==> src/rtl/if_pkg.sv <==
// Shared definitions for the instruction fetch unit: canonical NOP,
// fetch FSM states and the default reset PC.
package if_pkg;

  localparam logic [31:0] NOP_INSN         = 32'h0000_0013;
  localparam logic [31:0] DEFAULT_RESET_PC = 32'h0000_0000;

  typedef enum logic [1:0] {
    REQ   = 2'd0,
    WAIT  = 2'd1,
    VALID = 2'd2
  } fetch_state_t;

endpackage

==> src/rtl/if_fetch_unit_if.sv <==
// Instruction-memory request/grant/response bus between the fetch unit
// (master) and instruction memory (slave).
interface if_fetch_unit_if;

  logic        imem_req;
  logic [31:0] imem_addr;
  logic        imem_gnt;
  logic        imem_rvalid;
  logic [31:0] imem_rdata;

  modport master (
    output imem_req,
    output imem_addr,
    input  imem_gnt,
    input  imem_rvalid,
    input  imem_rdata
  );

  modport slave (
    input  imem_req,
    input  imem_addr,
    output imem_gnt,
    output imem_rvalid,
    output imem_rdata
  );

endinterface

==> src/rtl/ifu_perf_counters.sv <==
// Fetch performance counters: consumed instructions and pc_write stall cycles.
// Both clear on rst and wrap silently at 2^32.
module ifu_perf_counters (
  input  logic        clk,
  input  logic        rst,
  input  logic        consume,
  input  logic        stall,
  output logic [31:0] perf_fetched,
  output logic [31:0] perf_stall
);

  always_ff @(posedge clk) begin
    if (rst) begin
      perf_fetched <= 32'd0;
      perf_stall   <= 32'd0;
    end else begin
      if (consume) perf_fetched <= perf_fetched + 32'd1;
      if (stall)   perf_stall   <= perf_stall + 32'd1;
    end
  end

endmodule

==> src/rtl/if_fetch_unit.sv <==
// Instruction fetch unit feeding IF/ID: owns the PC, keeps one imem request
// in flight, honours stalls and redirects. Optional IFU_PERF_CNT_EN adds counters.
module if_fetch_unit
  import if_pkg::*;
#(
  parameter logic [31:0] RESET_PC = DEFAULT_RESET_PC
) (
  input  logic                   clk,
  input  logic                   rst,
  input  logic                   pc_write,
  input  logic                   redirect,
  input  logic [31:0]            redirect_pc,
  if_fetch_unit_if.master        imem,
  output logic [31:0]            instruction,
  output logic [31:0]            pc_out,
  output logic                   fetch_valid
`ifdef IFU_PERF_CNT_EN
  ,
  output logic [31:0]            perf_fetched,
  output logic [31:0]            perf_stall
`endif
);

  fetch_state_t state;
  logic [31:0]  pc;
  logic [31:0]  ibuf;
  logic         kill;
  logic [31:0]  pc_seq;
  logic         consuming;

  assign pc_seq    = pc + 32'd4;
  assign consuming = (state == VALID) && pc_write;

  // A consumed instruction launches the next fetch in the same cycle, so the
  // bus already carries the incremented PC before the register catches up.
  assign imem.imem_req  = !rst && !redirect && ((state == REQ) || consuming);
  assign imem.imem_addr = consuming ? pc_seq : pc;

  assign fetch_valid = !rst && (state == VALID);
  assign instruction = fetch_valid ? ibuf : NOP_INSN;
  assign pc_out      = pc;

  always_ff @(posedge clk) begin
    if (rst) begin
      state <= REQ;
      pc    <= RESET_PC;
      ibuf  <= 32'd0;
      kill  <= 1'b0;
    end else begin
      case (state)
        REQ: begin
          if (redirect) begin
            pc <= redirect_pc;
          end else if (imem.imem_gnt) begin
            state <= WAIT;
          end
        end
        WAIT: begin
          if (imem.imem_rvalid) begin
            if (kill || redirect) begin
              kill  <= 1'b0;
              state <= REQ;
              if (redirect) pc <= redirect_pc;
            end else begin
              ibuf  <= imem.imem_rdata;
              state <= VALID;
            end
          end else if (redirect) begin
            // The in-flight response belongs to the old path; drop it on arrival.
            pc   <= redirect_pc;
            kill <= 1'b1;
          end
        end
        VALID: begin
          if (redirect) begin
            pc    <= redirect_pc;
            state <= REQ;
          end else if (pc_write) begin
            pc    <= pc_seq;
            state <= imem.imem_gnt ? WAIT : REQ;
          end
        end
        default: state <= REQ;
      endcase
    end
  end

`ifdef IFU_PERF_CNT_EN
  logic perf_consume;
  logic perf_stall_cycle;

  assign perf_consume     = consuming && !redirect;
  assign perf_stall_cycle = (state == VALID) && !pc_write && !redirect;

  ifu_perf_counters u_perf (
    .clk          (clk),
    .rst          (rst),
    .consume      (perf_consume),
    .stall        (perf_stall_cycle),
    .perf_fetched (perf_fetched),
    .perf_stall   (perf_stall)
  );
`else
  // Counters are absent in this build.
`endif

endmodule

==> src/flat_wrapper.sv <==
// flat-port wrapper written by rule: the top's interface ports become plain ports
module if_fetch_unit_flat import if_pkg::*;
#(
  parameter logic [31:0] RESET_PC = DEFAULT_RESET_PC
)
  (clk, rst, pc_write, redirect, redirect_pc, instruction, pc_out, fetch_valid, imem_imem_req, imem_imem_addr, imem_imem_gnt, imem_imem_rvalid, imem_imem_rdata);
  if_fetch_unit_if imem_i ();
  input  logic clk;
  input  logic rst;
  input  logic pc_write;
  input  logic redirect;
  input  logic [31:0] redirect_pc;
  output logic [31:0] instruction;
  output logic [31:0] pc_out;
  output logic fetch_valid;
  output wire logic [$bits(imem_i.imem_req)-1:0] imem_imem_req;
  output wire logic [$bits(imem_i.imem_addr)-1:0] imem_imem_addr;
  input wire logic [$bits(imem_i.imem_gnt)-1:0] imem_imem_gnt;
  input wire logic [$bits(imem_i.imem_rvalid)-1:0] imem_imem_rvalid;
  input wire logic [$bits(imem_i.imem_rdata)-1:0] imem_imem_rdata;
  assign imem_imem_req = imem_i.imem_req;
  assign imem_imem_addr = imem_i.imem_addr;
  assign imem_i.imem_gnt = imem_imem_gnt;
  assign imem_i.imem_rvalid = imem_imem_rvalid;
  assign imem_i.imem_rdata = imem_imem_rdata;
  if_fetch_unit #(.RESET_PC(RESET_PC)) u_core (.clk(clk), .rst(rst), .pc_write(pc_write), .redirect(redirect), .redirect_pc(redirect_pc), .imem(imem_i), .instruction(instruction), .pc_out(pc_out), .fetch_valid(fetch_valid));
endmodule
==> config.mk <==
export PLATFORM = sky130hd
export DESIGN_NAME = if_fetch_unit_flat
export DESIGN_NICKNAME = d
export VERILOG_FILES = /design/src/rtl/if_pkg.sv /design/src/rtl/if_fetch_unit_if.sv /design/src/rtl/ifu_perf_counters.sv /design/src/rtl/if_fetch_unit.sv /design/src/flat_wrapper.sv
export SDC_FILE = /design/constraint.sdc
export NUM_CORES = 1
export LEC_CHECK = 0
export ABC_AREA = 1
export ABC_CLOCK_PERIOD_IN_PS = 4800
export CORE_MARGIN = 2
export CORE_UTILIZATION = 57
export CTS_CLUSTER_SIZE = 10
export DETAILED_ROUTE_END_ITERATION = 6
export DONT_BUFFER_PORTS = 1
export GPL_TIMING_DRIVEN = 0
export PLACE_DENSITY = 0.79
export SLEW_MARGIN = 0
export SYNTH_ARGS = -nofsm -noshare
export SYNTH_HDL_FRONTEND = slang
export SYNTH_SLANG_ARGS = --single-unit
==> constraint.sdc <==
create_clock -name clk -period 4.8 [get_ports clk]
set_input_delay 0.72 -clock clk [delete_from_list [all_inputs] [get_ports clk]]
set_output_delay 0.72 -clock clk [all_outputs]
set_load 0.02 [all_outputs]
==> metrics, run 1 <==
synth unique cells 28; clock root cell clkbuf_8; Synth top cells by count 215 x nand2_1, 86 x nor2_1, 84 x inv_1; PD cells about 290 nW/µm²; vias in the first global route 3863; count leader, synth nand2_1; status finished, final reports clean; WL met2 5580 µm; gr usage total 30.6%; sequential element share of the synthesized area 32.6%; area leader, netlist dfxtp_1; Area growth syn-to-layout 7.77%; FMAX 0.317 GHz; met1 wire length a little over 5000 µm; Post-CTS Setup Inserts 0; critical path data arrival time 2.44 ns; drt first pass iters 5; Post-DP Area 4240 µm²; Crit-path slowest cell dfxtp_1; chip height 89.0 µm; Reg-to-Reg End u_core.pc_out[16]$_SDFFE_PP0P_; asr flop ratio synth 0%; HP Start rst; total negative slack 0 ns; Power, Total 1.30 mW; routed wl met3 1310 µm; Fin. Hold Viols 0; r2r setup slk 2.80 ns; Routed Antenna Nets 0; worst hold path type input port to flop; Core ar. 6910 µm²; hold_buf cts 0; critical path class flop to output pin; hold path endpoint u_core.state[1]$_SDFFE_PP0P_; top sig layer met4; hold slack 0.437 ns; Avg Inst Size Synth 5.96 µm²; Wirelength per Cell roughly 15 µm; hpwl dp 9540 µm; Post-Layout Inst Area 4440 µm²; layout cell share with drive strength beyond 1 between 6 and 7%; maximum clock insertion buffer count 2; Mapped Cells 691; port bufs 0; Startpoint Class flop; post-synth top area share 32.6%; worst rel slew slack 3.24%; Tightest Pin Transition 1.41 ns; #FFs+latches synth 67; number of synthesized flops with an enable pin 0; worst vdd ir 0.147 mV; Final period util 65.8%; io pins 168; Top FF cell, synth dfxtp_1; Worst-path clk slew 0.08 ns; H-tree depth 3; Worst Path Required 4.08 ns; starting density of the core 59.7%; full die area 7920 µm²; Placement Setup Slack 2.04 ns; reg2reg path depth 8; Clock Latency Late Sink 0.35 ns; post_cts resized 0; final setup margin 1.64 ns; initial antenna violation count 0; top cells by area, synth dfxtp_1 33%, nand2_1 20%, o21ai_0 9.4%; synth warn 0; worst-path cell chain ha_1, nand3_1, nor2_1, nand2_1, inv_1, nand3_1, nand2_1, nand2_1, o21ai_0; largest net degree at the start of global routing 14; Setup crit end kind output pin; Initial DRC Count 330; nets 773; Residual DRC 0; Netlist Area Pre-Place 4120 µm²; Final Max Slew Viols 0; RSZ-0062 raised after global routing no; crit-path most repeated cell nand2_1; CTS tree built; Worst Hold Depth 1; n_diodes 0; DRT Wirelength 12300 µm; P_leak 1.90 nW; worst-path fanout max 7; routed vias 4312; CTS Buf Count 9; Filler cells 700; placer congestion estimate 0.933; gr ovfl total 0; vias per cell 5.37; maxcap violations 0; final setup fails 0; Largest stage delay, worst path ~0.57 ns; clk sinks 67; worst clock skew 0.0132 ns; reg2reg start u_core.pc_out[2]$_SDFFE_PP0P_; post-layout minimum cycle time 3.16 ns; first-pass GRT wire length 18700 µm; syn_nets roughly 760; Std-Cell Rows 30; Die Span X 89.0 µm
how the worst max path moves through the flow:
stage,from,end,slack [ns],depth (start not counted)
after floorplan,pc_write,imem_imem_req,2.18,2
after global placement,pc_write,imem_imem_addr[28],2.02,4
after detailed placement,pc_write,imem_imem_addr[28],2.04,5
after CTS,u_core.pc_out[2]$_SDFFE_PP0P_,imem_imem_addr[28],1.67,10
after global routing,u_core.pc_out[2]$_SDFFE_PP0P_,imem_imem_addr[24],1.41,10
final,u_core.pc_out[2]$_SDFFE_PP0P_,imem_imem_addr[28],1.64,9
cell families (layout without fill, tap and decap cells):
| kind of cell | count (synthesis) | in the layout | share of synthesized area (%) |
|---|---|---|---|
| compound gates | 137 | 137 | 16.9 |
| xor+xnor | 16 | 16 | 3.40 |
| fa+ha+maj | 1 | 1 | 0.304 |
| buf+inv | 120 | 136 | 12.1 |
| flops | 67 | 67 | 32.6 |
| simple gates | 350 | 350 | 34.7 |
layout by cell type (no fill, tap or decap), types with 2 or more instances in the layout:
cell type / Yosys / final
a21oi_1: 55 / 55
a31oi_1: 2 / 2
and2_1: 3 / 3
buf_2: 4 / 4
buf_4: 2 / 2
buf_6: 5 / 5
clkbuf_1: 22 / 22
clkbuf_8: 0 / 9
clkinv_4: 0 / 2
clkinvlp_4: 0 / 2
dfxtp_1: 67 / 67
inv_1: 84 / 84
inv_2: 2 / 2
nand2_1: 215 / 215
nand2_2: 4 / 4
nand3_1: 28 / 28
nor2_1: 86 / 86
nor2_2: 4 / 4
nor2_4: 2 / 2
o21ai_0: 77 / 77
or2_2: 5 / 5
xnor2_1: 5 / 5
xor2_1: 11 / 11
flip-flops by register name (all words and copies together), names as in the netlist:
register / cells
u_core.kill: 1
u_core.pc_out: 32
u_core.ibuf: 32
u_core.state: 2
routing by layer:
metal | up-vias | track usage (%)
met4 | 0 | 7.73
met1 | 1930 | 39.8
met2 | 196 | 49.8
met5 | - | 0
met3 | 18 | 9.33
li1 | 2168 | -
layout make-up:
cell class / instances / area [µm²] / area share [%]
clock inverter: 7 / 76.3 / 1.72
sequential: 67 / 1340 / 30.2
inverter: 86 / 323 / 7.27
buffer: 34 / 178 / 4.00
tap: 96 / 120 / 2.70
clock buffer: 9 / 124 / 2.79
multi-input combinational: 504 / 2280 / 51.3
stage by stage:
stage,util (%),std cells
floorplan,-,691
global placement,61.4,787
detailed placement,61.4,787
CTS,64.3,803
global route,64.3,803
finish,64.3,803
worst max-delay path: cells and delay by family, from the launching register on:
family                   cells  cell delay, ns
AO/OA/AOI/OAI                1            0.33
adder cells (fa/ha/maj)      1            0.29
buffers and inverters        1            0.13
flip-flops                   1            0.57
AND/OR/NAND/NOR              6            0.76
power breakdown:
part / switching (mW) / internal [mW] / leakage (nW)
combinational: 0.115 / 0.0509 / 1.25
sequential: 0.0634 / 0.583 / 0.549
clock: 0.241 / 0.242 / 0.0958
Note: power is estimated with default switching activity, not from simulation.
==> run 2, diff against run 1 <==
--- a/config.mk
+++ b/config.mk
@@ -6,14 +6,14 @@
 export NUM_CORES = 1
 export LEC_CHECK = 0
 export ABC_AREA = 1
-export ABC_CLOCK_PERIOD_IN_PS = 4800
+export ABC_CLOCK_PERIOD_IN_PS = 2650
 export CORE_MARGIN = 2
 export CORE_UTILIZATION = 57
 export CTS_CLUSTER_SIZE = 10
 export DETAILED_ROUTE_END_ITERATION = 6
 export DONT_BUFFER_PORTS = 1
 export GPL_TIMING_DRIVEN = 0
-export PLACE_DENSITY = 0.79
+export PLACE_DENSITY = 0.82
 export SLEW_MARGIN = 0
 export SYNTH_ARGS = -nofsm -noshare
 export SYNTH_HDL_FRONTEND = slang
==> constraint.sdc (replaced) <==
create_clock -name clk -period 2.65 [get_ports clk]
set_input_delay 0.3975 -clock clk [delete_from_list [all_inputs] [get_ports clk]]
set_output_delay 0.3975 -clock clk [all_outputs]
set_load 0.02 [all_outputs]
==> run 2 against run 1 <==
Combinational power rose by 83%. Worst hold slack worse by 0.35 ns. First-iteration DRC count shrank 4.8%. Clock skew down 0.00056 ns. Total power grew 83%. Core utilization grew 0.71 points. Sequential share of layout area rose by 0.26 points. Critical path depth fell by 4. Critical endpoint is now imem_imem_addr[12]. Highest routed layer unchanged.
==> metrics, run 2 (synthesis gave the netlist of run 1 again) <==
r2r setup slk 0.84 ns (-1.96 ns); drt first pass iters 5 (unchanged); hpwl dp 9370 µm (-1.8%); Power, Total 2.37 mW (+83%); Setup crit end kind output pin; largest net degree at the start of global routing 14 (unchanged); vias in the first global route 3892 (+0.75%); Final period util 99.2%; Initial DRC Count 314 (-4.8%); reg2reg path depth 10 (+2); total negative slack 0 ns (unchanged); worst vdd ir 0.318 mV (+120%); Wirelength per Cell 15.4 µm (+1.2%); final setup margin 0.0211 ns (-1.62 ns); Die Span X 89.0 µm (unchanged); Post-Layout Inst Area 4490 µm² (+1.1%); clk sinks 67 (unchanged); FMAX 0.380 GHz; clock root cell clkbuf_8; port bufs 0 (unchanged); Worst Path Required 2.25 ns (-1.83 ns); worst-path fanout max 10 (+3); critical path class flop to output pin; RSZ-0062 raised after global routing yes; maximum clock insertion buffer count 2 (unchanged); n_diodes 0 (unchanged); Tightest Pin Transition 0.767 ns (-0.648 ns); CTS tree built; worst hold path type input port to flop; vias per cell 5.42 (+1.0%); routed vias 4361 (+1.1%); CTS Buf Count 9 (unchanged); post-layout minimum cycle time 2.63 ns; gr ovfl total 0 (unchanged); io pins 168 (unchanged); starting density of the core 59.7% (unchanged); final setup fails 0 (unchanged); Residual DRC 0 (unchanged); placer congestion estimate 0.929 (-0.50%); worst clock skew 0.0126 ns (-0.000560 ns); Worst Hold Depth 1 (unchanged); Placement Setup Slack 0.256 ns (-1.78 ns); Post-CTS Setup Inserts 0 (unchanged); H-tree depth 3 (unchanged); Post-DP Area 4250 µm² (+0.12%); gr usage total 30.8% (+0.20 points); chip height 89.0 µm (unchanged); maxcap violations 0 (unchanged); worst rel slew slack 48.3% (+45 points); PD cells 528 nW/µm² (+81%); placed instance count 788 (+0.13%); Startpoint Class flop; Fin. Hold Viols 0 (unchanged); first-pass GRT wire length 18700 µm (about the same); non-filler cells, final 804 (+0.12%); initial antenna violation count 0 (unchanged); status finished, final reports clean; most common cell after layout, fill and taps aside nand2_1; Final Max Slew Viols 0 (unchanged); P_leak 1.92 nW (+1.2%); Std-Cell Rows 30 (unchanged); DRT Wirelength 12400 µm (+1.3%); Clock Latency Late Sink 0.36 ns (about the same); Core ar. 6910 µm² (unchanged); hold slack 0.0886 ns (-0.349 ns); full die area 7920 µm² (unchanged); Area growth syn-to-layout 8.96%; Routed Antenna Nets 0 (unchanged); Worst-path clk slew 0.08 ns (about the same); fin util 65.0% (+0.71 points); most frequent cells in the layout 215 x nand2_1, 84 x inv_1, 83 x nor2_1; nets 774 (+0.13%); critical path data arrival time 2.23 ns (-0.21 ns); layout cell share with drive strength beyond 1 10.3% (+3.8 points); hold_buf cts 0 (unchanged)
[run 2: path summary, 6_finish.rpt]
kind	startpoint	to
min	rst	u_core.pc_out[8]$_SDFFE_PP0P_
min reg2reg	u_core.ibuf[6]$_SDFFE_PP0P_	u_core.ibuf[6]$_SDFFE_PP0P_
max reg2reg	u_core.pc_out[3]$_SDFFE_PP0P_	u_core.pc_out[20]$_SDFFE_PP0P_
max	u_core.state[1]$_SDFFE_PP0P_	imem_imem_addr[12]
[run 2: report_power, final]
group	internal, mW	switching, mW
sequential	1.06	0.115
clock	0.439	0.451
combinational	0.0942	0.210
total	1.59	0.775
[run 2: layout make-up]
type,count,area (µm²)
fill,698,2420
multi-input combinational,504,2290
sequential,67,1370
inverter,86,323
buffer,34,180
clock buffer,9,124
tap,96,120
clock inverter,7,76.3
timing repair buffer,1,5.00
[run 2: critical path, stage by stage, from the launching register on]
cell	delay (ns)
dfxtp_1	0.42
nand2_2	0.15
nor2_2	0.43
clkbuf_1	0.49
nand2_1	0.12
nand2_1	0.24
[run 2: repair_timing]
item	in CTS	in global routing
endpoints found under the hold margin	0	0
resized for setup	2	32
setup endpoints to repair	8	58
[run 2: per-layer routing]
metal / track usage, % / vias to the layer above / routed length (µm)
li1: - / 2171 / -
met5: 0 / - / 0
met1: 40.3 / 1933 / 5240
met3: 7.85 / 26 / 1370
met2: 48.0 / 231 / 5510
met4: 13.7 / 0 / 299
==> run 3, diff against run 2 <==
--- a/config.mk
+++ b/config.mk
@@ -9,6 +9,7 @@
 export ABC_CLOCK_PERIOD_IN_PS = 2650
 export CORE_MARGIN = 2
 export CORE_UTILIZATION = 57
+export CTS_BUF_LIST = sky130_fd_sc_hd__clkbuf_16
 export CTS_CLUSTER_SIZE = 10
 export DETAILED_ROUTE_END_ITERATION = 6
 export DONT_BUFFER_PORTS = 1
==> run 3 against run 2 <==
First-iteration DRC count shrank 8.6%. Critical path depth grew 1. Critical path type unchanged. Highest routed layer unchanged. Global-route usage shrank 0.096 points. Sequential power is essentially flat. Flip-flop and latch count is the same. Register-to-register slack lost 0.02 ns. Largest cell class unchanged. Combinational power is essentially flat. Non-clock buffer count is the same. Critical endpoint unchanged.
==> metrics, run 3 (synthesis gave the netlist of run 1 again) <==
RSZ-0062 raised after global routing yes; Reg-to-Reg End u_core.pc_out[20]$_SDFFE_PP0P_; full die area 7920 µm² (unchanged); Worst-path clk slew 0.06 ns (-0.02 ns); Crit-path slowest cell nor2_2; non-filler cells, final 804 (unchanged); multi-input logic area 2290 µm² (unchanged); Residual DRC 0 (unchanged); met1 global-route usage 40.3% (unchanged); CTS Buf Count 9 (unchanged); CTS tree built; post-layout minimum cycle time 2.59 ns (-0.0369 ns); port bufs 0 (unchanged); register area 1360 µm² (-0.37%); grt peak-use layer met2; placer congestion estimate 0.929 (unchanged); GR Layer Usage met2 48.4% (+0.41 points); post_cts resized 4 (+2); final setup fails 0 (unchanged); critical path data arrival time 2.19 ns (-0.04 ns); hpwl dp 9370 µm (unchanged); r2r setup slk 0.82 ns (-0.02 ns); worst hold path type input port to flop; reg2reg path depth 10 (unchanged); GR Util met3 7.94% (+0.092 points); nets 774 (unchanged); Routed Antenna Nets 0 (unchanged); Fin. Hold Viols 0 (unchanged); gr usage total 30.7% (-0.096 points); Placement Setup Slack 0.256 ns (unchanged); layout cell share with drive strength beyond 1 10.0% (-0.28 points); switching share of total power 29.8% (-2.9 points); worst-path fanout max 10 (unchanged); part of the power in combinational logic 11.3% (-1.5 points); Final Max Slew Viols 0 (unchanged); worst setup path start u_core.state[1]$_SDFFE_PP0P_; Worst Path Required 2.25 ns (about the same); Post-CTS Setup Inserts 0 (unchanged); clk sinks 67 (unchanged); status finished, final reports clean; final setup margin 0.0580 ns (+0.0369 ns); Largest stage delay, worst path 0.44 ns (-0.05 ns); Cell Int Power 1.89 mW (+19%); Clock Latency Late Sink 0.33 ns (-0.03 ns); Final period util 97.8% (-1.4 points); n_diodes 0 (unchanged); chip height 89.0 µm (unchanged); initial antenna violation count 0 (unchanged); critical path class flop to output pin; Seq pwr share 43.8% (-5.8 points); P_leak 1.97 nW (+2.3%); worst-path cell chain nand2_2, nor2_2, inv_1, clkbuf_1, nand2_1, nand2_1; Area growth syn-to-layout 11.3%; Initial DRC Count 287 (-8.6%); part of the power in the clock network 45.0% (+7.4 points); Tightest Pin Transition 0.788 ns (+0.0212 ns); clock root cell clkbuf_16; Die Span X 89.0 µm (unchanged); Startpoint Class flop; starting density of the core 59.7% (unchanged); first-pass GRT wire length 18800 µm (+0.29%); placed instance count 788 (unchanged); gr ovfl total 0 (unchanged); Filler cells 676 (-3.2%); drt first pass iters 5 (unchanged); switching pwr 0.804 mW (+3.7%); worst rel slew slack 46.9% (-1.4 points); io pins 168 (unchanged); Wirelength per Cell 15.5 µm (+0.56%); Setup crit end kind output pin; worst clock skew 0.00680 ns (-0.00584 ns); PD cells 587 nW/µm² (+11%); crit path to imem_imem_addr[12]; worst vdd ir 0.350 mV (+10%); Std-Cell Rows 30 (unchanged); crit-path most repeated cell nand2_1; most frequent cells in the layout 215 x nand2_1, 84 x inv_1, 83 x nor2_1; routed vias 4415 (+1.2%); Core ar. 6910 µm² (unchanged); Power, Total 2.69 mW (+14%); maxcap violations 0 (unchanged); maximum clock insertion buffer count 2 (unchanged); most common cell after layout, fill and taps aside nand2_1; hold_buf cts 0 (unchanged); largest net degree at the start of global routing 14 (unchanged); FMAX 0.386 GHz (+1.4%); vias per cell 5.49 (+1.2%); vias in the first global route 3926 (+0.87%); DRT Wirelength 12500 µm (+0.56%); H-tree depth 3 (unchanged); reg2reg start u_core.pc_out[2]$_SDFFE_PP0P_
-- run 3: cell types whose count changed in the layout (fill, tap and decap cells not counted), moves of 2 or more --
cell	previous run	this run
dfxtp_1	48	50
clkbuf_8	9	0
clkbuf_16	0	9
o21ai_1	3	1
o21ai_0	72	74
-- run 3: how the worst min path moves through the flow --
stage	startpoint	endpoint	slack, ns	cells past startpoint
finish	rst	u_core.pc_out[8]$_SDFFE_PP0P_	0.13	1
global route	rst	u_core.state[1]$_SDFFE_PP0P_	0.12	1
CTS	rst	u_core.pc_out[8]$_SDFFE_PP0P_	0.13	1
detailed placement	u_core.ibuf[12]$_SDFFE_PP0P_	u_core.ibuf[12]$_SDFFE_PP0P_	0.44	2
global placement	u_core.ibuf[16]$_SDFFE_PP0P_	u_core.ibuf[16]$_SDFFE_PP0P_	0.44	2
floorplan	u_core.ibuf[10]$_SDFFE_PP0P_	u_core.ibuf[10]$_SDFFE_PP0P_	0.43	2
-- run 3: layer usage --
layer / up-vias / routed length, µm / part of all wire, %
li1: 2169 / - / -
met1: 1983 / 5290 / 42
met2: 244 / 5610 / 45
met3: 19 / 1340 / 11
met4: 0 / 234 / 1.9
met5: - / 0 / 0
-- run 3: stage by stage --
stage / hold WS, ns / utilization, % / area, µm² / TNS, ns
after global routing: 0.125 / 66.4 / 4590 / -0.824
after detailed placement: 0.444 / 61.5 / 4250 / 0
after floorplan: 0.430 / - / 4120 / 0
final: 0.131 / 66.4 / 4590 / 0
after CTS: 0.129 / 65.9 / 4550 / 0
after global placement: 0.438 / 61.4 / 4240 / 0
-- run 3: power by group through the flow --
stage | clock network, mW | registers, mW | logic, mW
floorplan | 0 | 1.17 | 0.247
global placement | 0 | 1.19 | 0.287
detailed placement | 0 | 1.19 | 0.296
CTS | 1.22 | 1.17 | 0.299
global route | 1.27 | 1.19 | 0.340
finish | 1.21 | 1.18 | 0.303
-- run 3: final cells by class --
| type | instances | share of cell area, % |
|---|---|---|
| Tap cell | 96 | 2.62 |
| Clock inverter | 7 | 1.66 |
| Timing Repair Buffer | 1 | 0.109 |
| Clock buffer | 9 | 4.91 |
| Sequential cell | 67 | 29.7 |
| Buffer | 34 | 3.93 |
| Inverter | 86 | 7.04 |
| Multi-Input combinational cell | 504 | 50.0 |
-- run 3: critical path: cells and delay by family (launching register included) --
family | cells | cell delay, ns
flip-flops | 1 | 0.42
buffers and inverters | 2 | 0.52
AND/OR/NAND/NOR | 4 | 0.92
